File: src/rtl/rest_divider_pkg.sv
// Shared definitions for the restoring fixed-point divider:
// FSM state encoding and default operand/fraction widths.
package rest_divider_pkg;

    localparam int NI_DEF = 8;
    localparam int NF_DEF = 8;

    typedef enum logic [1:0] {
        IDLE = 2'd0,
        BUSY = 2'd1,
        DONE = 2'd2
    } state_t;

endpackage

File: src/rtl/rest_div_step.sv
// One combinational restoring shift-subtract step.
// Ports: i_rem partial remainder in, i_bit next dividend bit,
//        i_dvs divisor, o_q quotient bit, o_rem partial remainder out.
module rest_div_step #(
    parameter int NI = 8
) (
    input  logic [NI-1:0] i_rem,
    input  logic          i_bit,
    input  logic [NI-1:0] i_dvs,
    output logic          o_q,
    output logic [NI-1:0] o_rem
);

    logic [NI:0] w_shift;

    assign w_shift = {i_rem, i_bit};

    // Compare on NI+1 bits; the kept difference is below the
    // divisor, so its low NI bits are exact.
    assign o_q   = (w_shift >= {1'b0, i_dvs});
    assign o_rem = o_q ? (w_shift[NI-1:0] - i_dvs)
                       : w_shift[NI-1:0];

endmodule

File: src/rtl/rest_divider.sv
// Unsigned restoring divider, one quotient bit per clock.
// Ports: clk, reset (async, active-low), start, dividend, divisor
//        in; Q (NI.NF fixed point), remainder, ready out.
module rest_divider
    import rest_divider_pkg::*;
#(
    parameter int NI = NI_DEF,
    parameter int NF = NF_DEF
) (
    input  logic             clk,
    input  logic             reset,
    input  logic             start,
    input  logic [NI-1:0]    dividend,
    input  logic [NI-1:0]    divisor,
    output logic [NF+NI-1:0] Q,
    output logic [NI-1:0]    remainder,
    output logic             ready
);

    localparam int NT = NI + NF;
    localparam int CW = $clog2(NT + 1);

    state_t          r_state;
    state_t          w_next;
    logic [NT-1:0]   r_dvd;
    logic [NI-1:0]   r_dvs;
    logic [NI-1:0]   r_rem;
    logic [NT-1:0]   r_q;
    logic [CW-1:0]   r_cnt;
    logic            r_ready;

    logic            w_accept;
    logic            w_last;
    logic            w_qbit;
    logic [NI-1:0]   w_rem;

    // start is only honoured outside BUSY
    assign w_accept = start && (r_state != BUSY);
    assign w_last   = (r_cnt == CW'(NT - 1));

    rest_div_step #(
        .NI (NI)
    ) u_step (
        .i_rem (r_rem),
        .i_bit (r_dvd[NT-1]),
        .i_dvs (r_dvs),
        .o_q   (w_qbit),
        .o_rem (w_rem)
    );

    always_comb begin
        w_next = r_state;
        unique case (r_state)
            IDLE:    if (start)  w_next = BUSY;
            BUSY:    if (w_last) w_next = DONE;
            DONE:    if (start)  w_next = BUSY;
            default: w_next = IDLE;
        endcase
    end

    always_ff @(posedge clk or negedge reset) begin
        if (!reset) begin
            r_state <= IDLE;
            r_dvd   <= '0;
            r_dvs   <= '0;
            r_rem   <= '0;
            r_q     <= '0;
            r_cnt   <= '0;
            r_ready <= 1'b0;
        end else begin
            r_state <= w_next;
            if (w_accept) begin
                // Dividend is pre-scaled so fraction bits shift in as zeros
                r_dvd   <= NT'(dividend) << NF;
                r_dvs   <= divisor;
                r_rem   <= '0;
                r_q     <= '0;
                r_cnt   <= '0;
                r_ready <= 1'b0;
            end else if (r_state == BUSY) begin
                r_dvd <= {r_dvd[NT-2:0], 1'b0};
                r_q   <= {r_q[NT-2:0], w_qbit};
                r_cnt <= r_cnt + CW'(1);
                // A zero divisor leaves junk in the remainder; clear it
                if (w_last && (r_dvs == '0)) begin
                    r_rem <= '0;
                end else begin
                    r_rem <= w_rem;
                end
                if (w_last) begin
                    r_ready <= 1'b1;
                end
            end
        end
    end

    assign Q         = r_q;
    assign remainder = r_rem;
    assign ready     = r_ready;

endmodule

File: config.mk
export PLATFORM = sky130hd
export DESIGN_NAME = rest_divider
export DESIGN_NICKNAME = d
export VERILOG_FILES = /design/src/rtl/rest_divider_pkg.sv /design/src/rtl/rest_div_step.sv /design/src/rtl/rest_divider.sv
export SDC_FILE = /design/constraint.sdc
export NUM_CORES = 1
export LEC_CHECK = 0
export CAP_MARGIN = 20
export CORE_MARGIN = 2
export CORE_UTILIZATION = 50
export DETAILED_ROUTE_END_ITERATION = 8
export PLACE_DENSITY = 0.76
export SYNTH_ARGS = -nofsm -noshare
export SYNTH_HDL_FRONTEND = slang
export SYNTH_SLANG_ARGS = --single-unit
File: constraint.sdc
create_clock -name clk -period 2.2 [get_ports clk]
set_input_delay 0.44 -clock clk [delete_from_list [all_inputs] [get_ports clk]]
set_output_delay 0.44 -clock clk [all_outputs]
set_load 0.02 [all_outputs]
==> flow_metrics.env <==
export IMPL_grt_pass1_vias=1756
export IMPL_p_int_mw=2.94
export IMPL_rows=25
export IMPL_setup_violations=0
export IMPL_gp_congestion=0.886
export IMPL_finalSetupTns_ns=0
export IMPL_switchingPower_mw=2.28
export IMPL_port_buffers=43
export IMPL_arrival_ns=2.25
export IMPL_num_vias=1962
export IMPL_cts_made_buffers=5
export IMPL_ios=44
export IMPL_cts_hold_buffers=0
export IMPL_via_per_inst=5.35
export IMPL_p_sw_frac=0.436
export IMPL_clkSlewWorstSetupHoldPaths_ns=0.09
export IMPL_antenna_found_initial=0
export IMPL_grt_first_pass_wirelength_um=8320
export IMPL_async_flop_share=1.00
export IMPL_vdd_drop_max_uv=593
export IMPL_seq_power_share=0.312
export IMPL_wl_per_cell_um=13.9
export IMPL_start_util=0.519
export IMPL_die_area_mm2=0.00552
export IMPL_hpwl_um=3820
export IMPL_regToRegSetupSlack_ns=0.14
export IMPL_power_leakage_nw=1.46
export IMPL_cts_tree="yes"
export IMPL_hp_class="in -> async"
export IMPL_fin_nets=329
export IMPL_finalWirelength_um=5120
export IMPL_start_kind="register"
export IMPL_final_common_cell="nand2_1"
export IMPL_core_mm2=0.00475
export IMPL_grt_usage=0.198
export IMPL_critPathMaxFanout=6
export IMPL_final_cell_mix="nand2_1 (51), dfrtp_1 (48), clkdlybuf4s50_1 (42), nand3_1 (20), o21ai_0 (19)"
export IMPL_cts_resized=0
export IMPL_power_mw=5.22
export IMPL_rsz0062_at_grt="false"
export IMPL_cts_root_buf="clkbuf_8"
export IMPL_fmax_mhz=485
export IMPL_grt_max_degree=36
export IMPL_hold_viol=0
export IMPL_die_y_um=74.3
export IMPL_cellPowerDensity_mw_per_mm2=1690
export IMPL_finalMaxSlewViolations=0
export IMPL_syn_area_mm2=0.00247
export IMPL_post_cts_buffers=0
export IMPL_slowest_stage="dfrtp_1"
export IMPL_period_share=0.936
export IMPL_postSynthAreaPerCell_um2=9.80
export IMPL_outcome="finished, final reports clean"
export IMPL_final_setup_skew_ns=0.00466
export IMPL_synth_flop_cell="dfrtp_1"
export IMPL_critical_path_required_ns=2.39
export IMPL_overflow=0
export IMPL_finalCriticalPeriod_ns=2.06
export IMPL_critPathMaxStageDelay_ns=0.41
export IMPL_max_cap_viol_count=0
export IMPL_antennaDiodeCount=0
export IMPL_synthesis_nets=282
export IMPL_die_width_um=74.3
export IMPL_clock_sinks=48
export IMPL_max_slew_margin=0.700
export IMPL_htree_levels=2
export IMPL_syn_to_final_growth_pct=25.1
export IMPL_synth_cell_types=43
export IMPL_end_kind="register"
export IMPL_ant_nets=0
export IMPL_drive_above_1_share=0.117
export IMPL_pwr_share_comb=0.581
export IMPL_path_cells="ha_1 -> and3_1 -> ha_1 -> nor4b_2 -> a31o_2 -> inv_2 -> and3_1 -> a221o_1"
export IMPL_ys_ff_latch=48
export IMPL_syn_inst=252
export IMPL_clockBufferDepth=2
export IMPL_clkPwrFrac=0.107
export IMPL_worst_pin_slew_ns=0.450
export IMPL_crit_type="reg -> reg"
export IMPL_route_detailed_drc=0
export IMPL_clock_latency_ns=0.30
export IMPL_dr_pass1_iters=4
export IMPL_yosysWarnings=0
export IMPL_ys_seq_area_frac=0.486
export IMPL_synth_edf_count=0
export IMPL_drtIter0Drc=169
-- cells by family after synthesis --
logic type,share of synthesized area
adders and majority gates,0.0588
xor gates and xnor gates,0.0142
muxes,0.0932
AOI/OAI and AO/OA,0.123
DFF,0.486
and+or+nand+nor,0.177
buffers and inverters,0.0471
-- final timing paths --
kind,start,end,cells past startpoint
setup / recovery,r_cnt[0],remainder[5],8
hold / removal,reset,remainder[2],1
setup reg to reg,r_cnt[0],remainder[5],8
hold reg to reg,r_dvd[12],r_dvd[13],2
max in group asynchronous,reset,Q[15],2
min in group clk,r_dvd[12],r_dvd[13],2
-- state kept, by name, summed over array words and instances (netlist names) --
signal and count:
r_cnt 5, r_state 2, ready 1, Q 16
r_dvd 8, r_dvs 8, remainder 8
-- synthesized netlist by cell type, types with 2 or more instances --
master    count  share of area
inv_1        13          0.020
a211oi_1      3         0.0091
and3_1        2         0.0051
ha_1         10          0.051
mux2i_1      14          0.057
nor2b_1       2         0.0051
a21oi_1       3         0.0061
mux2_2        8          0.036
o21ai_0      19          0.039
nand2_1      51          0.078
buf_6         2         0.0091
xor2_1        2         0.0071
dfrtp_1      48           0.49
clkbuf_1      6         0.0091
nor3_1        3         0.0061
nand3_1      20          0.041
and2b_1       2         0.0061
nand2b_1      2         0.0051
xnor2_1       2         0.0071
a21oi_2       2         0.0071
nor2_1       11          0.017
a22o_1        4          0.014
buf_2         3         0.0061
-- power groups by stage --
stage | Sequential, mW | Clock, mW | Combinational (mW)
global route | 1.68 | 0.605 | 3.36
detailed placement | 1.64 | 0 | 3.04
finish | 1.63 | 0.560 | 3.03
floorplan | 1.82 | 0 | 1.92
CTS | 1.63 | 0.577 | 3.05
global placement | 1.63 | 0 | 2.98
-- worst max-delay path, delay by kind of cell (launching register included) --
family	cells	cell delay (ns)
simple gates	3	0.55
compound gates	2	0.50
flops	1	0.41
fa+ha+maj	2	0.40
buf+inv	1	0.07
-- final cells by class --
type / count / area [um^2]
tap: 67 / 83.8
clock buffer: 6 / 82.6
clock inverter: 2 / 13.8
inverter: 15 / 56.3
timing repair buffer: 51 / 498
sequential: 48 / 1200
fill: 415 / 1660
multi-input combinational: 178 / 1150
-- metal layers --
layer | GRT usage | routed length, um | up-vias
met5 | 0 | 0 | -
met1 | 0.285 | 2460 | 955
li1 | - | - | 965
met2 | 0.312 | 2390 | 35
met3 | 0.0339 | 201 | 7
met4 | 0.0595 | 61 | 0
-- through the flow --
| stage | utilization | cell area (um^2) | hold slack (ns) | worst slack [ns] | instances |
|---|---|---|---|---|---|
| after floorplan | - | 2470 | 0.144 | 0.273 | 252 |
| after global placement | 0.630 | 2990 | 0.405 | 0.191 | 359 |
| after detailed placement | 0.630 | 2990 | 0.412 | 0.159 | 359 |
| after CTS | 0.650 | 3090 | 0.0767 | 0.133 | 367 |
| after global routing | 0.650 | 3090 | 0.0967 | 0.00268 | 367 |
| final | 0.650 | 3090 | 0.0731 | 0.140 | 367 |
Note: power is estimated with default switching activity, not from simulation.
